### src/rtl/lcd_cmd_engine.sv
// Hardware-timed HD44780 bus driver: one GO edge in the LCD register launches a full
// setup / enable / hold / execution-wait transfer, with a one-deep request queue.
module lcd_cmd_engine #(
    parameter int T_SETUP     = 2,
    parameter int T_PULSE     = 25,
    parameter int T_HOLD      = 2,
    parameter int T_WAIT      = 2000,
    parameter int T_WAIT_LONG = 82000,
    parameter int CW = $clog2(
        ((T_WAIT_LONG > T_WAIT) ? T_WAIT_LONG : T_WAIT) >
        ((T_PULSE > ((T_SETUP > T_HOLD) ? T_SETUP : T_HOLD)) ? T_PULSE : ((T_SETUP > T_HOLD) ? T_SETUP : T_HOLD))
        ? ((T_WAIT_LONG > T_WAIT) ? T_WAIT_LONG : T_WAIT)
        : ((T_PULSE > ((T_SETUP > T_HOLD) ? T_SETUP : T_HOLD)) ? T_PULSE : ((T_SETUP > T_HOLD) ? T_SETUP : T_HOLD))
    ) + 1
) (
    input  logic        i_clk,
    input  logic        i_rst,
    input  logic [31:0] i_lcd_word,
    output logic        o_lcd_on,
    output logic        o_lcd_en,
    output logic        o_lcd_rs,
    output logic        o_lcd_rw,
    output logic [7:0]  o_lcd_data,
    output logic        o_lcd_busy,
    output logic        o_lcd_ovf
);

    typedef enum logic [2:0] {
        ST_IDLE,
        ST_SETUP,
        ST_PULSE,
        ST_HOLD,
        ST_WAIT
    } state_t;

    localparam logic [CW-1:0] LD_SETUP     = CW'(T_SETUP - 1);
    localparam logic [CW-1:0] LD_PULSE     = CW'(T_PULSE - 1);
    localparam logic [CW-1:0] LD_HOLD      = CW'(T_HOLD - 1);
    localparam logic [CW-1:0] LD_WAIT      = CW'(T_WAIT - 1);
    localparam logic [CW-1:0] LD_WAIT_LONG = CW'(T_WAIT_LONG - 1);

    state_t        state;
    logic [CW-1:0] cnt;
    logic          go_q;
    logic          pend_valid;
    logic          pend_rs;
    logic [7:0]    pend_data;

    logic          on_in;
    logic          go_in;
    logic          rs_in;
    logic [7:0]    data_in;
    logic          req;
    logic          phase_done;
    logic          wait_exit;
    logic          queue_req;
    logic          is_long;
    logic          unused_word_bits;

    assign on_in   = i_lcd_word[31];
    assign go_in   = i_lcd_word[10];
    assign rs_in   = i_lcd_word[9];
    assign data_in = i_lcd_word[7:0];
    assign unused_word_bits = ^{i_lcd_word[30:11], i_lcd_word[8]};

    assign req        = go_in & ~go_q & on_in;
    assign phase_done = (cnt == '0);
    assign wait_exit  = (state == ST_WAIT) & phase_done;
    // Requests on the WAIT exit edge are handled by the exit logic itself, so the
    // slot freed on that edge can take them instead of flagging an overrun.
    assign queue_req  = req & (state != ST_IDLE) & ~wait_exit;

    // Clear and return-home need the long execution wait; judged on the command on the bus.
    assign is_long = ~o_lcd_rs & ((o_lcd_data == 8'h01) | (o_lcd_data == 8'h02) | (o_lcd_data == 8'h03));

    assign o_lcd_rw = 1'b0;

    always_ff @(posedge i_clk or negedge i_rst) begin
        if (!i_rst) begin
            state      <= ST_IDLE;
            cnt        <= '0;
            go_q       <= 1'b0;
            pend_valid <= 1'b0;
            pend_rs    <= 1'b0;
            pend_data  <= 8'h00;
            o_lcd_on   <= 1'b0;
            o_lcd_en   <= 1'b0;
            o_lcd_rs   <= 1'b0;
            o_lcd_data <= 8'h00;
            o_lcd_busy <= 1'b0;
            o_lcd_ovf  <= 1'b0;
        end else begin
            go_q     <= go_in;
            o_lcd_on <= on_in;

            if (!on_in) begin
                // Power-off aborts everything except the bus values and the sticky overrun.
                state      <= ST_IDLE;
                cnt        <= '0;
                o_lcd_en   <= 1'b0;
                pend_valid <= 1'b0;
                o_lcd_busy <= 1'b0;
            end else begin
                if (queue_req) begin
                    if (!pend_valid) begin
                        pend_valid <= 1'b1;
                        pend_rs    <= rs_in;
                        pend_data  <= data_in;
                    end else begin
                        o_lcd_ovf <= 1'b1;
                    end
                end

                case (state)
                    ST_IDLE: begin
                        if (req) begin
                            state      <= ST_SETUP;
                            cnt        <= LD_SETUP;
                            o_lcd_rs   <= rs_in;
                            o_lcd_data <= data_in;
                            o_lcd_busy <= 1'b1;
                        end
                    end
                    ST_SETUP: begin
                        if (phase_done) begin
                            state    <= ST_PULSE;
                            cnt      <= LD_PULSE;
                            o_lcd_en <= 1'b1;
                        end else begin
                            cnt <= cnt - CW'(1);
                        end
                    end
                    ST_PULSE: begin
                        if (phase_done) begin
                            state    <= ST_HOLD;
                            cnt      <= LD_HOLD;
                            o_lcd_en <= 1'b0;
                        end else begin
                            cnt <= cnt - CW'(1);
                        end
                    end
                    ST_HOLD: begin
                        if (phase_done) begin
                            state <= ST_WAIT;
                            cnt   <= is_long ? LD_WAIT_LONG : LD_WAIT;
                        end else begin
                            cnt <= cnt - CW'(1);
                        end
                    end
                    ST_WAIT: begin
                        if (phase_done) begin
                            if (pend_valid) begin
                                // Queued transfer starts immediately; a same-edge request refills the slot.
                                state      <= ST_SETUP;
                                cnt        <= LD_SETUP;
                                o_lcd_rs   <= pend_rs;
                                o_lcd_data <= pend_data;
                                pend_valid <= req;
                                if (req) begin
                                    pend_rs   <= rs_in;
                                    pend_data <= data_in;
                                end
                            end else if (req) begin
                                state      <= ST_SETUP;
                                cnt        <= LD_SETUP;
                                o_lcd_rs   <= rs_in;
                                o_lcd_data <= data_in;
                            end else begin
                                state      <= ST_IDLE;
                                o_lcd_busy <= 1'b0;
                            end
                        end else begin
                            cnt <= cnt - CW'(1);
                        end
                    end
                    default: begin
                        state      <= ST_IDLE;
                        cnt        <= '0;
                        o_lcd_en   <= 1'b0;
                        o_lcd_busy <= 1'b0;
                    end
                endcase
            end
        end
    end

endmodule
### config.mk
export PLATFORM = sky130hd
export DESIGN_NAME = lcd_cmd_engine
export DESIGN_NICKNAME = d
export VERILOG_FILES = /design/src/rtl/lcd_cmd_engine.sv
export SDC_FILE = /design/constraint.sdc
export NUM_CORES = 1
export LEC_CHECK = 0
export BUFFER_PORTS_ARGS = -buffer_cell sky130_fd_sc_hd__buf_2
export CAP_MARGIN = 20
export CORE_UTILIZATION = 35
export CTS_CLUSTER_DIAMETER = 60
export DETAILED_ROUTE_END_ITERATION = 8
export HOLD_SLACK_MARGIN = 0.02
export MAX_ROUTING_LAYER = met4
export PLACE_DENSITY = 0.54
export SLEW_MARGIN = 20
export SYNTH_ARGS = -nofsm -noshare
export SYNTH_HDL_FRONTEND = slang
export SYNTH_SLANG_ARGS = --single-unit
### constraint.sdc
create_clock -name i_clk -period 2.1 [get_ports i_clk]
set_input_delay 0.42 -clock i_clk [delete_from_list [all_inputs] [get_ports i_clk]]
set_output_delay 0.42 -clock i_clk [all_outputs]
set_load 0.05 [all_outputs]
### After elaboration in Yosys (flattened, before gate mapping)

Cells that the tools add are included.
W data, S select, Z words.

* bits in registers: 45
* logic and storage cells: 105

* add/subtract/negate cells: 1
* equality and inequality tests: 17
* mux-type cells: 53
* bitwise operators: 11
* reduce and logical (&&, ||, !) cells: 11

Operators with widths (number)
* $mux W18: 7
* $pmux W18 S5: 1
* $mux W8: 9
* $mux W1: 24
* $ne A3 B3 Y1 const B: 7
* $logic_not A18 Y1: 1
* $mux W3: 6
* $sub A18 B1 Y18 const B: 1
* $mux W17: 1
* $eq A8 B2 Y1 const B: 2
* $pmux W8 S2: 1
* $pmux W3 S5: 1
* $reduce_and A5 Y1: 2
* $reduce_and A3 Y1: 3
* $eq A8 B1 Y1 const B: 1
* $and A1 B1 Y1: 6
* $eq A3 B2 Y1 const B: 2
* $ne A2 B2 Y1 const B: 3
* $pmux W1 S3: 2
* $reduce_or A3 Y1: 2
* $eq A3 B1 Y1 const B: 1
* $eq A3 B3 Y1 const B: 1
* $logic_not A3 Y1: 1
* $not A1 Y1: 3
* 4 further kinds: 5

### Longest topological paths before layout

* depth in word-level cells: 10
* mapped depth: 8
* mapped depth without buffers: 7

### Least setup slack after synthesis

No wires, ideal clock.

* path type: reg-to-reg
* from: register cnt[0]
* to: register pend_data[0]
* library setup time: 0.125 ns
* data arrival time: 2.104 ns
* slack: -0.129 ns
* stages on the path, launching flop included: 8
* path buffers: 0
* period minus slack after synthesis: 2.229 ns
* cell sequence: dfrtp_1 > inv_1 > ha_1 > nor4b_4 > nand4_4 > o41a_1 > o31ai_4 > mux2_4

* cells in the longest elaborated chain, start to end: 9

Ends and longest elaborated chain
* start: declaration: RTL line 43 `logic [CW-1:0] cnt;`
* start signal: assignment: RTL line 130 `cnt <= cnt - CW'(1);`
* start signal: assignment: RTL line 139 `cnt <= cnt - CW'(1);`
* start signal: assignment: RTL line 145 `cnt <= is_long ? LD_WAIT_LONG : LD_WAIT;`
* $logic_not A18 Y1 (*): RTL line 67 `assign phase_done = (cnt == '0);`
* $and A1 B1 Y1: RTL line 68 `assign wait_exit = (state == ST_WAIT) & phase_done;`
* $not A1 Y1: RTL line 71 `assign queue_req = req & (state != ST_IDLE) & ~wait_exit;`
* $and A1 B1 Y1: RTL line 71
* $mux W8: RTL line 104 `if (queue_req) begin`
* $mux W8: RTL line 159 `if (req) begin`
* $mux W8: RTL line 152 `if (pend_valid) begin`
* $mux W8: RTL line 151 `if (phase_done) begin`
* $mux W8 (*): RTL line 114 `case (state)`
* end signal: assignment: RTL line 108 `pend_data <= data_in;`
* end signal: assignment: RTL line 161 `pend_data <= data_in;`
* end: declaration: RTL line 47 `logic [7:0] pend_data;`

Mark *: on every way between the ends. The rest lies on a longest branch, timed or not.
A chain may end at the register's enable or synchronous reset.

### Worst setup path after layout

* from: register cnt[0]
* to: register pend_data[4]

The elaborated chain is that of the path after synthesis.

==> run metrics <==
status finished, violations left; failing checks negative setup slack; dominant synthesized flop cell dfrtp_1; worst path arrival time 2320 ps; clock latency on the worst-skew pair 310 ps; Max Root-Sink Buffers 2; Final Cycle Share 101%; area of the multi-input gates 0.00149 mm^2; CTS tree done; max cap viols 0; grt ovf 0; # hold bufs at CTS 0; Largest delay share family, worst path simple AND/OR/NAND/NOR gates; setup_tns -114 ps; Core Footprint 0.00698 mm^2; Fillers 686; Cells after Synth 266; WP buf/inv 2; Max Slew Vio Count 0; Antenna diodes 0; reg2reg start cnt[0]; post-route setup slack -20.4 ps; share of layout cells above drive strength 1 40.9%; largest net degree at the start of global routing 46; GP Congestion 0.860; row count 30; width of the die 88.0 um; most frequent cells in the layout buf_4, dfrtp_1, nand2_1, buf_2, nor2_1; part of the Yosys area used for sequential elements 43.5%; CP max-delay cell dfrtp_1; drt pass-1 iters 4; Crit. End Element flop; placed insts 432; TritonCTS buffer count 5; worst path cell trace inv_2, ha_4, nor4b_4, nand4_4, o41a_1, o31ai_4, buf_12, mux2_4; Pwr Total 6.86 mW; Mapped Area 0.00259 mm^2; critical path launch point cnt[0]; critical path fanouts, max 9; Max-slew headroom 60.0%; CTS Sinks 45; Setup crit start kind flop; DRC viols 0; final setup violation count 10; initial core utilization 37.0%; measured slew at the worst slew-check pin 600 ps; drt total wl 7230 um; WS Path Type flop to flop; IO Pins 48; initial antenna violation count 0; final setup skew 7.39 ps; Synth cell types 59; Final Hold Fails 0; H-tree depth 2; # port buffers 25; drt wl/cell 16.1 um; CP required 2300 ps; min-delay worst type input port to async pin; Pwr Density 1940 mW/mm^2; Overall Global Routing Usage 21.1%; Mean Syn Cell Area 9.72 um^2; Lkg Pwr 1.59 nW; clock slew at reported path FFs 90 ps; Post-synth EDFFs 0; fin crit period 2120 ps; initial DRC count 112; Final HPWL DP 5180 um; CP max stage delay 410 ps; Post-Syn Nets 301; RSZ-0062 raised after global routing yes; reg2reg end pend_data[4]; via count 2443; FF+latch count, synth 45; worst hold slack 195 ps; FF/Latch Area 0.00113 mm^2; Reg2Reg Setup Slack -20 ps; achievable frequency 472 MHz; synth warn 0; vias per cell 5.45; first-pass GRT wire length 12100 um; Antenna Nets Post-Route 0; ys async rst share 100%; Final #Nets 386; CTS Root Cell clkbuf_8; P&R area growth vs syn 36.5%; vias in the first global route 2413; commonest non-fill, non-tap cell in the layout buf_4; maximum VDD drop 0.888 mV; non-filler cells, final 448; die footprint 0.00774 mm^2; die span in y 88.0 um; reg2reg path depth 8
-- through the flow --
stage	setup WS, ps	instance area, um^2	utilization [%]
after floorplan	14.6	2600	-
after global placement	-117	3240	46.5
after detailed placement	-207	3240	46.5
after CTS	-17.4	3440	49.2
after global routing	-81.4	3530	50.6
final	-20.4	3530	50.6
-- worst max path at each step --
stage | to | depth (start not counted) | slack [ps]
floorplan | pend_data[0] | 7 | 10
global placement | cnt[17] | 8 | -120
detailed placement | cnt[17] | 8 | -210
CTS | cnt[11] | 6 | -20
global route | pend_data[5] | 8 | -80
finish | pend_data[4] | 8 | -20
-- Yosys cell counts, types with 3 or more instances --
library cell  number  area share (%)
dfrtp_1           45              44
o22ai_1           14             3.4
o21ai_0           10             1.9
o211ai_1           3            0.87
a31oi_1            5             1.2
a311oi_1           5             1.7
mux2_4             9             5.2
nor4_2             3             1.5
a21oi_1           16             3.1
or4_1              4             1.2
or2_2              5             1.2
nor4_1             4            0.97
clkbuf_1          10             1.5
a31o_2             3             1.0
o221ai_1           3             1.0
or3_1              4            0.97
nand3_1            6             1.2
inv_1              3            0.44
nor2_1            18             2.6
o31ai_1            3            0.87
nand2_1           32             4.6
nor3_1             5            0.97
and2_1             6             1.5
a2bb2oi_1          9             3.0
-- area by class of cell --
class	count	area share, %
Inverter	3	0.319
Tap cell	96	3.40
Timing Repair Buffer	93	18.9
Sequential cell	45	31.9
Clock buffer	5	1.95
Multi-Input combinational cell	203	42.1
Clock inverter	3	1.35
-- kinds of logic after synthesis --
kind of cell,count (synthesis),synth area share (%)
AOI/OAI and AO/OA,88,24.3
xor gates and xnor gates,4,1.35
adders and majority gates,1,0.484
buffers and inverters,18,2.90
DFF,45,43.5
muxes,10,5.61
other,1,0.145
and+or+nand+nor,99,21.7
-- flip-flops by register name, indices dropped and copies added, names as in the netlist, 3 cells and up --
register and cells:
state 3, pend_data 8, o_lcd_data 8, cnt 18
-- power by group --
group          internal, mW  leakage (nW)  switching (mW)
Combinational          2.22         0.959            2.48
Sequential             1.19         0.574           0.273
Clock                 0.363        0.0591           0.332
-- what timing repair did --
action / CTS / global route
pin swaps: 3 / 7
endpoints found under the setup margin: 28 / 29
buffers inserted: 3 / 5
resized for setup: 8 / 13
hold endpoints to repair: 0 / 0
-- worst reg2reg max path, cell delays in order, from the launching register on --
cell     delay, ps
dfrtp_1        410
inv_2           90
ha_4           130
nor4b_4        280
nand4_4        170
o41a_1         370
o31ai_4         80
buf_12         180
mux2_4         300
-- layer usage --
metal  global-route usage, %  part of all wire [%]  vias up
met2                    32.1                    47       52
met3                    2.36                   3.4       10
met1                    28.9                    48     1201
met4                    7.30                   1.8        0
met5                       -                     0        -
li1                        -                     -     1180
No activity file was read; power rests on OpenSTA's default activity.
